<file path="config.mk">
export PLATFORM = sky130hd
export DESIGN_NAME = march_bist_sequencer
export DESIGN_NICKNAME = d
export VERILOG_FILES = /design/src/rtl/march_bist_sequencer.sv
export SDC_FILE = /design/constraint.sdc
export NUM_CORES = 1
export LEC_CHECK = 0
export CAP_MARGIN = 20
export CORE_UTILIZATION = 50
export CTS_BUF_LIST = sky130_fd_sc_hd__clkbuf_16
export DETAILED_ROUTE_END_ITERATION = 10
export GPL_ROUTABILITY_DRIVEN = 0
export PLACE_DENSITY = 0.76
export SKIP_CTS_REPAIR_TIMING = 1
export SLEW_MARGIN = 10
export SYNTH_ARGS = -nofsm -noshare
export SYNTH_HDL_FRONTEND = slang
export SYNTH_SLANG_ARGS = --single-unit
</file>
<file path="constraint.sdc">
create_clock -name clk -period 2.6 [get_ports clk]
set_input_delay 0.39 -clock clk [delete_from_list [all_inputs] [get_ports clk]]
set_output_delay 0.39 -clock clk [all_outputs]
set_load 0.1 [all_outputs]
</file>
<file path="src/rtl/march_bist_sequencer.sv">
// March C- BIST sequencer for a single-port SRAM. It drives the SRAM ports
// directly, compares each read one cycle later against the expected
// background, and logs the first failing address/element plus a
// saturating mismatch count.
//
// state | meaning
// IDLE  | SRAM on the normal path, waiting for start
// RUN   | one March op per cycle on the SRAM ports
// DRAIN | no access; the compare for the final read completes
// DONE  | test finished, results held until the next start
module march_bist_sequencer #(
  parameter int SIZE   = 6,
  parameter int LENGTH = 8,
  parameter int CNT_W  = 8
) (
  input  logic              clk,
  input  logic              rst,
  input  logic              start,
  input  logic              abort,
  input  logic [LENGTH-1:0] ramout,
  output logic [SIZE-1:0]   ramaddr,
  output logic [LENGTH-1:0] ramin,
  output logic              rwbar,
  output logic              cs,
  output logic              NbarT,
  output logic              busy,
  output logic              done,
  output logic              fail,
  output logic [SIZE-1:0]   fail_addr,
  output logic [2:0]        fail_elem,
  output logic [CNT_W-1:0]  fail_count
);

  typedef enum logic [1:0] {IDLE, RUN, DRAIN, DONE} state_t;

  localparam logic [SIZE-1:0]  ADDR_MAX = '1;
  localparam logic [CNT_W-1:0] CNT_MAX  = '1;

  state_t          state;

  // op currently presented on the SRAM ports
  logic [2:0]      op_elem;
  logic [SIZE-1:0] op_addr;
  logic            op_phase;

  logic [2:0]      nx_elem;
  logic [SIZE-1:0] nx_addr;
  logic            nx_phase;
  logic            last_op;
  logic            at_end;

  logic            chk_valid;
  logic            chk_exp;
  logic [SIZE-1:0] chk_addr;
  logic [2:0]      chk_elem;
  logic            mismatch;

  function automatic logic is_down(input logic [2:0] e);
    return (e == 3'd3) || (e == 3'd4);
  endfunction

  function automatic logic two_ops(input logic [2:0] e);
    return (e != 3'd0) && (e != 3'd5);
  endfunction

  // every element except the initial w0 opens with a read
  function automatic logic is_read(input logic [2:0] e, input logic p);
    return (e != 3'd0) && !p;
  endfunction

  // elements 2 and 4 read ones; elements 1 and 3 write ones
  function automatic logic read_bg(input logic [2:0] e);
    return (e == 3'd2) || (e == 3'd4);
  endfunction

  function automatic logic write_bg(input logic [2:0] e);
    return (e == 3'd1) || (e == 3'd3);
  endfunction

  assign at_end   = is_down(op_elem) ? (op_addr == '0) : (op_addr == ADDR_MAX);
  assign mismatch = (ramout != {LENGTH{chk_exp}});

  // successor of the op on the ports: next op at this address, else step
  // the address, else open the next element at its start address
  always_comb begin
    nx_elem  = op_elem;
    nx_addr  = op_addr;
    nx_phase = 1'b0;
    last_op  = 1'b0;
    if (two_ops(op_elem) && !op_phase) begin
      nx_phase = 1'b1;
    end else if (at_end) begin
      if (op_elem == 3'd5) begin
        last_op = 1'b1;
      end else begin
        nx_elem = op_elem + 3'd1;
        nx_addr = is_down(op_elem + 3'd1) ? ADDR_MAX : '0;
      end
    end else if (is_down(op_elem)) begin
      nx_addr = op_addr - 1'b1;
    end else begin
      nx_addr = op_addr + 1'b1;
    end
  end

  // FSM, registered SRAM ports, one-stage read compare and result log
  always_ff @(posedge clk) begin
    if (rst) begin
      state      <= IDLE;
      op_elem    <= 3'd0;
      op_addr    <= '0;
      op_phase   <= 1'b0;
      ramaddr    <= '0;
      ramin      <= '0;
      rwbar      <= 1'b1;
      cs         <= 1'b0;
      NbarT      <= 1'b0;
      busy       <= 1'b0;
      done       <= 1'b0;
      fail       <= 1'b0;
      fail_addr  <= '0;
      fail_elem  <= 3'd0;
      fail_count <= '0;
      chk_valid  <= 1'b0;
      chk_exp    <= 1'b0;
      chk_addr   <= '0;
      chk_elem   <= 3'd0;
    end else begin
      chk_valid <= (state == RUN) && !abort && is_read(op_elem, op_phase);
      chk_exp   <= read_bg(op_elem);
      chk_addr  <= op_addr;
      chk_elem  <= op_elem;

      // an abort discards the compare still in flight
      if (chk_valid && !abort && mismatch) begin
        if (fail_count != CNT_MAX) fail_count <= fail_count + 1'b1;
        if (!fail) begin
          fail_addr <= chk_addr;
          fail_elem <= chk_elem;
        end
        fail <= 1'b1;
      end

      case (state)
        IDLE, DONE: begin
          if (start) begin
            state      <= RUN;
            done       <= 1'b0;
            busy       <= 1'b1;
            NbarT      <= 1'b1;
            cs         <= 1'b1;
            fail       <= 1'b0;
            fail_addr  <= '0;
            fail_elem  <= 3'd0;
            fail_count <= '0;
            op_elem    <= 3'd0;
            op_addr    <= '0;
            op_phase   <= 1'b0;
            ramaddr    <= '0;
            rwbar      <= 1'b0;
            ramin      <= '0;
          end
        end
        RUN: begin
          if (abort) begin
            state <= IDLE;
            cs    <= 1'b0;
            NbarT <= 1'b0;
            busy  <= 1'b0;
            rwbar <= 1'b1;
            ramin <= '0;
          end else if (last_op) begin
            state <= DRAIN;
            cs    <= 1'b0;
            rwbar <= 1'b1;
            ramin <= '0;
          end else begin
            op_elem  <= nx_elem;
            op_addr  <= nx_addr;
            op_phase <= nx_phase;
            ramaddr  <= nx_addr;
            rwbar    <= is_read(nx_elem, nx_phase);
            ramin    <= is_read(nx_elem, nx_phase) ? '0 : {LENGTH{write_bg(nx_elem)}};
          end
        end
        DRAIN: begin
          busy  <= 1'b0;
          NbarT <= 1'b0;
          if (abort) begin
            state <= IDLE;
          end else begin
            state <= DONE;
            done  <= 1'b1;
          end
        end
        default: state <= IDLE;
      endcase
    end
  end

endmodule

</file>
== After elaboration in Yosys (flattened, before gate mapping) ==
Cells that the tools add are included.
Operators by class
  eq/ne operators: 23
  mux-type cells: 61
  reduce and logical (&&, ||, !) cells: 29
  add/sub/neg operators: 4
Operators with widths (count)
  6-bit 2-to-1 mux: 12
  8-bit 2-to-1 mux: 8
  3-bit 2-to-1 mux: 10
  1-bit 2-to-1 mux: 18
  8-bit case mux with 2 select lines: 1
  3-bit by 2-bit equality test with 1-bit output, second input constant: 4
  6-bit case mux with 2 select lines: 1
  2-bit inequality test, second input constant: 5
  3-bit equality test, second input constant: 3
  8-bit by 1-bit adder with 8-bit output, second input constant: 1
  1-bit logical AND: 8
  2-bit 2-to-1 mux: 4
  8-bit inequality test: 1
  8-bit inequality test, second input constant: 1
  1-bit case mux with 2 select lines: 4
  6-bit by 1-bit adder with 6-bit output, second input constant: 1
  6-bit equality test, second input constant: 1
  6-bit logical NOT: 1
  3-bit inequality test, second input constant: 2
  2-bit case mux with 3 select lines: 1
  3-bit case mux with 2 select lines: 1
  2-bit AND reduction: 3
  3-bit AND reduction: 2
  6-bit AND reduction: 1
  15 further kinds: 23
Word-level totals
  register bits after elaboration: 53
  word-level logic and storage cells: 134
  output and inout port bits: 37
  input port bits: 12

== Logic depth before layout (Yosys ltp) ==
Gate-level depths: netlist of the first run.
  word-level depth: 11
  depth in mapped cells: 10
  depth with buffers taken out: 10

== Least setup slack after synthesis of the first run ==
No wires, ideal clock.
  path kind: reg-to-reg
  from: reg op_addr[0]
  to: reg rwbar
  period minus slack after synthesis: 2.677 ns
  arrival: 2.598 ns
  slack: -0.077 ns
  cell stages (with the launch flop): 7
  path through: dfxtp_1 > or4_4 > or4_1 > buf_6 > a211oi_2 > mux2_2 > o211ai_1
Between the ends
  longest elaborated chain between the ends: 9
  elaborated cells on any way between the ends: 12
  those cells by class: 1 x eq/ne; 8 x mux; 3 x reduce/logical
RTL lines
  from (decl): RTL line 43  | logic [SIZE-1:0] op_addr;
  from (signal assigned): RTL line 179  | op_addr <= nx_addr;
  6-bit equality test / 6-bit logical NOT (equally long branches): RTL line 80  | assign at_end = is_down(op_elem) ? (op_addr == '0) : (op_addr == ADDR_MAX);
  1-bit 2-to-1 mux (*): RTL line 80
  3-bit 2-to-1 mux: RTL line 92  | end else if (at_end) begin
  3-bit 2-to-1 mux: RTL line 90  | if (two_ops(op_elem) && !op_phase) begin
  3-bit nonzero test: RTL line 68  | return (e != 3'd0) && !p;
  1-bit logical AND: RTL line 68
  1-bit 2-to-1 mux (*): RTL line 172  | end else if (last_op) begin
  1-bit 2-to-1 mux (*): RTL line 165  | if (abort) begin
  1-bit case mux with 2 select lines (*): RTL line 144  | case (state)
  to (signal assigned): RTL line 182  | rwbar <= is_read(nx_elem, nx_phase);
  to (decl): RTL line 23  | output logic rwbar,
Mark *: on every way between the ends. The rest lies on a longest branch, timed or not.
A chain may end at the register's enable or synchronous reset.

== Worst setup path after layout of the first run ==
  from: reg op_elem[1]
  to: reg rwbar
Between the ends
  longest elaborated chain between the ends: 10
  elaborated cells on any way between the ends: 23
  those cells by class: 1 x add/sub; 4 x eq/ne; 11 x mux; 7 x reduce/logical
RTL lines
  from (decl): RTL line 42  | logic [2:0] op_elem;
  from (signal assigned): RTL line 178  | op_elem <= nx_elem;
  branches (longest 7 deep; another with 3-bit by 1-bit adder with 3-bit output)
  1-bit 2-to-1 mux (*): RTL line 172
  1-bit 2-to-1 mux (*): RTL line 165
  1-bit case mux with 2 select lines (*): RTL line 144
Mark *: on every way between the ends.

==> results_dict.tcl, run 1 <==
set metrics [dict create \
    place_inst 370 \
    synth_cells 276 \
    final_common_cell "buf_4" \
    clock.fmax_mhz 406 \
    worstSetupStartpoint "op_elem[1]" \
    postLayoutCoreUtil_pct 64.0 \
    p_total_mw 1.57 \
    whs_ps 467 \
    drive_above_1_share_pct 21.0 \
    fin_cells 378 \
    ant_nets 0 \
    crit_required_ps 2810 \
    grt_pass1_wl_um 9370 \
    die_x_um 71.8 \
    setup_viol 0 \
    vias 2121 \
    numCtsBuffers 5 \
    slew_headroom_pct 55.8 \
    syn2layout_area_growth_pct 23.3 \
    clock_skew_ps 4.88 \
    crit_end "rwbar" \
    layout_common_cells "45 x buf_4, 42 x dfxtp_1, 33 x nor2_1" \
    core_area_sq_um 4690 \
    syn_avg_cell_area_sq_um 8.83 \
    cts.clk_slew.worst_paths_ps 70 \
    avgViaCountPerCell 5.61 \
    synth_flop_cell "dfxtp_1" \
    final_hold_viol_count 0 \
    wirelength_um 5470 \
    synth_top_area_share_pct 37.8 \
    synth.net_count 301 \
    worstMarginPinSlew_ps 646 \
    maxSlewViolCount 0 \
    grt_pass1_vias 1998 \
    crit_type "reg2reg" \
    dr.pass1.iters 4 \
    die_y_um 71.8 \
    start_util_pct 51.9 \
    die_area_sq_um 5160 \
    arrival_ps 2680 \
    dp_hpwl_um 4120 \
    htree_num_levels 2 \
    drtIter0Drc 138 \
    reg2regPathDepth 8 \
    synth_area_leader_cell "dfxtp_1" \
    rsz0062_at_grt "false" \
    root_buffer "clkbuf_16" \
    r2r_slack_ps 140 \
    max_cap_viol_count 0 \
    tritoncts "done" \
    placementRows 25 \
    tns_ps 0 \
    seq_area_frac_synth_pct 37.8 \
    status "finished clean" \
    globalRouteOverflowTotal 0 \
    multi_input_area_sq_um 1350 \
    clk_latency_ps 290 \
    hp-class "reg2reg" \
    powerDensity_nw_per_um2 524 \
    antenna_found_initial 0 \
    pin_count 49 \
    synth_edf_count 0 \
    antenna_cells 0 \
    portBuffers 48 \
    cp-end-kind "flop" \
    startpoint_type "flop" \
    leakagePower_nw 1.19 \
    yosys-top-cells-area "dfxtp_1 38%, ha_1 6.2%, nor2_1 5.1%, mux2i_1 4.9%, a21oi_1 3.9%" \
    synth_seq_cells 46 \
    r2r-end "rwbar" \
    synth_cell_types 48 \
    async_flop_share_pct 0 \
    cts.sinks 46 \
    clockBufferDepth 2 \
    seq_area_sq_um 926 \
    drc 0 \
    syn_area_sq_um 2440 \
    final_nets 348 \
    grt_max_degree 19 \
    cp_max_fo 7 \
    yosysWarningCount 0 \
    nFillCells 422 \
    period_share_pct 94.8 \
    track_usage_pct 23.4 \
    wl_per_cell_um 14.5 \
    irDropWorstVdd_mv 0.393 \
    period_needed_ps 2460 \
    worstReg2RegStart "op_elem[1]" \
]
-- state kept, by name, indices dropped and copies added (netlist names), 2 cells and up --
name / flops
fail_addr: 6
state: 2
fail_count: 8
chk_addr: 6
op_elem: 3
chk_elem: 3
fail_elem: 3
op_addr: 6
-- stage by stage --
step           setup slack, ps  cell area [sq um]
2_1_floorplan             43.9               2440
3_3_place_gp               186               2850
3_5_place_dp               132               2850
4_1_cts                    129               3000
5_1_grt                   44.3               3000
6_report                   136               3000
-- Yosys cell counts, drive strengths merged (8+ instances only) --
library cell and count:
nand2 14, o31ai 8, o21ai 9, nor2b 8, inv 17, buf 13
a21oi 20, nor2 33, nand3 9, dfxtp 46, mux2i 12, o211ai 8
ha 12
-- area by class of cell --
class	count	area share [%]
multi-input cells	197	44.9
flip-flops and latches	46	30.8
repair buffers	56	14.9
clock buffers	5	4.16
well taps	54	2.25
inverters	17	2.12
clock inverters	3	0.833
-- worst min path at each step --
stage	from	end	cells after the start
after global routing	chk_addr[5]	fail_addr[5]	2
after detailed placement	chk_elem[1]	fail_elem[1]	2
after floorplan	chk_addr[0]	fail_addr[0]	2
after global placement	chk_addr[1]	fail_addr[1]	2
final	chk_elem[1]	fail_elem[1]	2
after CTS	chk_elem[1]	fail_elem[1]	2
-- cells by family after synthesis --
kind of cell               count (synthesis)  synth area share [%]
buffers and inverters                     33                  6.83
AOI/OAI and AO/OA                         71                  21.5
adders and majority gates                 13                  6.98
muxes                                     14                  6.01
and+or+nand+nor                           94                  19.1
DFF                                       46                  37.8
xor gates and xnor gates                   5                  1.80
-- routing by layer --
metal / wire (um) / vias up / part of all wire [%] / GRT usage (%)
li1: - / 1084 / - / -
met1: 2490 / 956 / 46 / 30.9
met2: 2550 / 71 / 47 / 37.3
met3: 311 / 10 / 5.7 / 4.64
met4: 112 / 0 / 2.0 / 10.2
met5: 0 / - / 0 / 0
-- power by group --
part,switching (mW),internal (mW),total (mW)
Sequential,0.00887,0.716,0.725
Combinational,0.152,0.0615,0.214
Clock,0.275,0.361,0.636
Total,0.436,1.14,1.57
-- worst max-delay path, cell delays in order, from the launching register on --
cell	delay, ps
dfxtp_1	350
inv_1	150
ha_1	190
mux2_4	190
inv_1	50
or4_1	650
a211oi_2	290
mux2_2	360
o211ai_1	150
No activity file was read; power rests on OpenSTA's default activity.
==> inputs of run 2 (changes only) <==
--- a/config.mk
+++ b/config.mk
@@ -6,6 +6,7 @@
 export NUM_CORES = 1
 export LEC_CHECK = 0
 export CAP_MARGIN = 20
+export CORE_ASPECT_RATIO = 1.2
 export CORE_UTILIZATION = 50
 export CTS_BUF_LIST = sky130_fd_sc_hd__clkbuf_16
 export DETAILED_ROUTE_END_ITERATION = 10
==> run 2 against run 1 <==
  * Die area is essentially flat
  * Clock skew increased by 0.85 ps
  * Non-clock buffer count increased by 4
  * Critical path type unchanged
==> results_dict.tcl, run 2 (synthesis results as in run 1) <==
set metrics [dict create \
    status "finished clean" \
    largest_register "fail_count" \
    period_share_pct 94.9 \
    p_total_mw 1.66 \
    avgViaCountPerCell 5.58 \
    tns_ps 0 \
    min_to "fail_addr[0]" \
    cp_max_fo 7 \
    layout_common_cells "49 x buf_4, 42 x dfxtp_1, 33 x nor2_1" \
    slew_headroom_pct 57.6 \
    powerDensity_nw_per_um2 543 \
    clock_skew_ps 5.73 \
    clockBufferDepth 2 \
    die_y_um 78.5 \
    final_hold_viol_count 0 \
    globalRouteOverflowTotal 0 \
    worstMarginPinSlew_ps 634 \
    worstReg2RegStart "op_elem[1]" \
    max_cap_viol_count 0 \
    htree_num_levels 2 \
    period_needed_ps 2470 \
    drtIter0Drc 78 \
    vias 2152 \
    reg2regPathDepth 8 \
    hp-class "reg2reg" \
    grt_max_degree 19 \
    root_buffer "clkbuf_16" \
    syn2layout_area_growth_pct 25.5 \
    rsz0062_at_grt "false" \
    dp_hpwl_um 4210 \
    dr.pass1.iters 4 \
    antenna_found_initial 0 \
    die_area_sq_um 5160 \
    portBuffers 48 \
    drive_above_1_share_pct 22.0 \
    wirelength_um 5480 \
    cts.sinks 46 \
    arrival_ps 2670 \
    crit_required_ps 2800 \
    tritoncts "done" \
    setup_viol 0 \
    maxSlewViolCount 0 \
    min_from "chk_addr[0]" \
    leakagePower_nw 1.22 \
    drc 0 \
    ant_nets 0 \
    r2r_slack_ps 130 \
    largest_reg_flops 8 \
    final_nets 352 \
    core_area_sq_um 4630 \
    placementRows 27 \
    wl_per_cell_um 14.2 \
    final_common_cell "buf_4" \
    clk_latency_ps 290 \
    r2r-end "rwbar" \
    hold_depth 2 \
    crit_type "reg2reg" \
    grt_pass1_vias 1889 \
    start_util_pct 52.6 \
    irDropWorstVdd_mv 0.365 \
    cp-end-kind "flop" \
    numCtsBuffers 5 \
    clock.fmax_mhz 405 \
    startpoint_type "flop" \
    track_usage_pct 21.9 \
    cts.clk_slew.worst_paths_ps 60 \
    grt_pass1_wl_um 8690 \
    die_x_um 65.7 \
    antenna_cells 0 \
    pin_count 49 \
]
-- run 2: worst max path at each step --
stage                from  cells past startpoint          to
3_5_place_dp   op_elem[0]                      7       rwbar
6_report       op_elem[1]                      8       rwbar
3_3_place_gp   op_elem[0]                      7       rwbar
5_1_grt        op_elem[1]                      9  op_addr[5]
4_1_cts        op_elem[0]                      7       rwbar
2_1_floorplan  op_addr[3]                      6       rwbar
-- run 2: area by class of cell --
| cell class | count | area [sq um] |
|---|---|---|
| fillers | 391 | 1570 |
| multi-input cells | 197 | 1350 |
| flip-flops and latches | 46 | 926 |
| repair buffers | 60 | 478 |
| clock buffers | 5 | 125 |
| well taps | 58 | 72.6 |
| inverters | 17 | 63.8 |
| clock inverters | 3 | 43.8 |
-- run 2: per-layer routing --
metal,wire length (um),GRT usage [%]
met4,82,7.83
met5,0,0
met2,2700,38.2
met3,238,3.92
met1,2450,26.2
-- run 2: report_power, final --
| part | switching [mW] | internal, mW | leakage [nW] | total, mW |
|---|---|---|---|---|
| sequential | 0.00823 | 0.716 | 0.374 | 0.724 |
| combinational | 0.152 | 0.0633 | 0.765 | 0.216 |
| clock | 0.266 | 0.455 | 0.0842 | 0.721 |
-- run 2: per-stage QoR --
step | utilization [%] | hold WS, ps | cells | setup slack (ps) | instance area, sq um
detailed placement | 62.4 | 457 | 378 | 102 | 2890
global route | 66.1 | 489 | 386 | 47.2 | 3060
CTS | 66.0 | 470 | 386 | 84.2 | 3060
floorplan | - | 440 | 276 | 43.9 | 2440
finish | 66.1 | 467 | 386 | 132 | 3060
global placement | 62.4 | 444 | 378 | 192 | 2890
-- run 2: worst max-delay path, cell delays in order (launching register included) --
cell	delay, ps
dfxtp_1	350
inv_1	150
ha_1	190
mux2_4	190
inv_1	50
or4_1	650
a211oi_2	280
mux2_2	350
o211ai_1	170
==> inputs of run 3 (changes only) <==
--- a/config.mk
+++ b/config.mk
@@ -7,11 +7,11 @@
 export LEC_CHECK = 0
 export CAP_MARGIN = 20
 export CORE_ASPECT_RATIO = 1.2
-export CORE_UTILIZATION = 50
-export CTS_BUF_LIST = sky130_fd_sc_hd__clkbuf_16
+export CORE_UTILIZATION = 53
+export CTS_BUF_LIST = sky130_fd_sc_hd__clkbuf_8
 export DETAILED_ROUTE_END_ITERATION = 10
 export GPL_ROUTABILITY_DRIVEN = 0
-export PLACE_DENSITY = 0.76
+export PLACE_DENSITY = 0.8
 export SKIP_CTS_REPAIR_TIMING = 1
 export SLEW_MARGIN = 10
 export SYNTH_ARGS = -nofsm -noshare
==> constraint.sdc (replaced) <==
create_clock -name clk -period 2.7 [get_ports clk]
set_input_delay 0.405 -clock clk [delete_from_list [all_inputs] [get_ports clk]]
set_output_delay 0.405 -clock clk [all_outputs]
set_load 0.1 [all_outputs]
==> run 3 against run 2 <==
  * Hold slack better by 2.6 ps
  * First-iteration DRC count is 19% higher
  * Combinational power is 5% lower
  * Sequential share of layout area is 0.83 points higher
  * Critical path type unchanged
  * Largest power group unchanged
==> results_dict.tcl, run 3 (synthesis results as in run 1) <==
set metrics [dict create \
    arrival_ps 2700 \
    leakagePower_nw 1.17 \
    max_cap_viol_count 0 \
    maxSlewViolCount 0 \
    hp-class "reg2reg" \
    tns_ps 0 \
    die_y_um 76.3 \
    clock_skew_ps 2.32 \
    irDropWorstVdd_mv 0.276 \
    grt_pass1_vias 2020 \
    clk_latency_ps 290 \
    clockBufferDepth 2 \
    wirelength_um 5470 \
    layout_setup_ws_ps 218 \
    die_area_sq_um 4870 \
    globalRouteOverflowTotal 0 \
    final_common_cell "dfxtp_1" \
    whs_ps 470 \
    worstMarginPinSlew_ps 631 \
    avgViaCountPerCell 5.69 \
    seq_area_sq_um 921 \
    ant_nets 0 \
    cp-end-kind "flop" \
    dp_hpwl_um 4290 \
    final_hold_viol_count 0 \
    drtIter0Drc 93 \
    period_share_pct 91.9 \
    vias 2161 \
    final_nets 348 \
    drc 0 \
    cts.sinks 46 \
    drive_above_1_share_pct 20.1 \
    layout_common_cells "46 x dfxtp_1, 45 x buf_4, 33 x nor2_1" \
    crit_required_ps 2920 \
    multi_input_area_sq_um 1350 \
    slew_headroom_pct 56.9 \
    stdcell_area_sq_um 2960 \
    largest_register "fail_count" \
    portBuffers 48 \
    antenna_found_initial 0 \
    dr.pass1.iters 4 \
    rsz0062_at_grt "false" \
    root_buffer "clkbuf_8" \
    startpoint_type "flop" \
    start_util_pct 56.3 \
    largest_reg_flops 8 \
    pin_count 49 \
    antenna_cells 0 \
    core_area_sq_um 4330 \
    placementRows 26 \
    grt_max_degree 19 \
    syn2layout_area_growth_pct 21.5 \
    track_usage_pct 23.6 \
    cts.clk_slew.worst_paths_ps 80 \
    nFillCells 360 \
    htree_num_levels 2 \
    dp_slack_ps 173 \
    grt_pass1_wl_um 9230 \
    placed_area_sq_um 2850 \
    setup_viol 0 \
    crit_type "reg2reg" \
    powerDensity_nw_per_um2 459 \
    clock.fmax_mhz 403 \
    cp_max_fo 7 \
    tritoncts "done" \
    numCtsBuffers 5 \
    period_needed_ps 2480 \
    status "finished clean" \
    die_x_um 63.9 \
    wl_per_cell_um 14.4 \
]
run 3: area by class of cell:
cell class,instances,share of cell area (%)
timing repair buffer,56,15.1
tap,56,2.37
clock buffer,7,3.25
clock inverter,1,0.296
inverter,17,2.16
sequential,46,31.1
multi-input combinational,197,45.7
run 3: path summary, 6_finish.rpt:
kind / start / end / slack, ps / cells after the start
worst max-delay path: op_elem[0] / rwbar / 220 / 7
worst min-delay path: chk_elem[2] / fail_elem[2] / 470 / 2
worst max register to register: op_elem[0] / rwbar / 220 / 7
worst min register to register: chk_elem[2] / fail_elem[2] / 470 / 2
run 3: report_power, final:
part / switching [mW] / internal [mW] / total, mW
sequential: 0.00889 / 0.688 / 0.697
clock: 0.223 / 0.234 / 0.458
combinational: 0.146 / 0.0592 / 0.205
total: 0.378 / 0.982 / 1.36
run 3: critical path, cell delays in order (launching register included):
cell and delay [ps]:
dfxtp_1 450, inv_1 130, ha_1 230, mux2_4 300, or3_1 530, a211oi_2 230, mux2_2 370, o211ai_1 160
run 3: through the flow:
stage | total power, mW | util [%] | std cells
2_1_floorplan | 0.861 | - | 276
3_3_place_gp | 0.914 | 65.9 | 372
3_5_place_dp | 0.916 | 65.9 | 372
4_1_cts | 1.37 | 68.3 | 380
5_1_grt | 1.41 | 68.4 | 380
6_report | 1.36 | 68.4 | 380
run 3: metal layers:
layer	GRT usage, %	share of wire (%)
met3	3.59	4.5
met5	0	0
met2	41.7	51
met1	28.5	43
met4	8.41	1.9
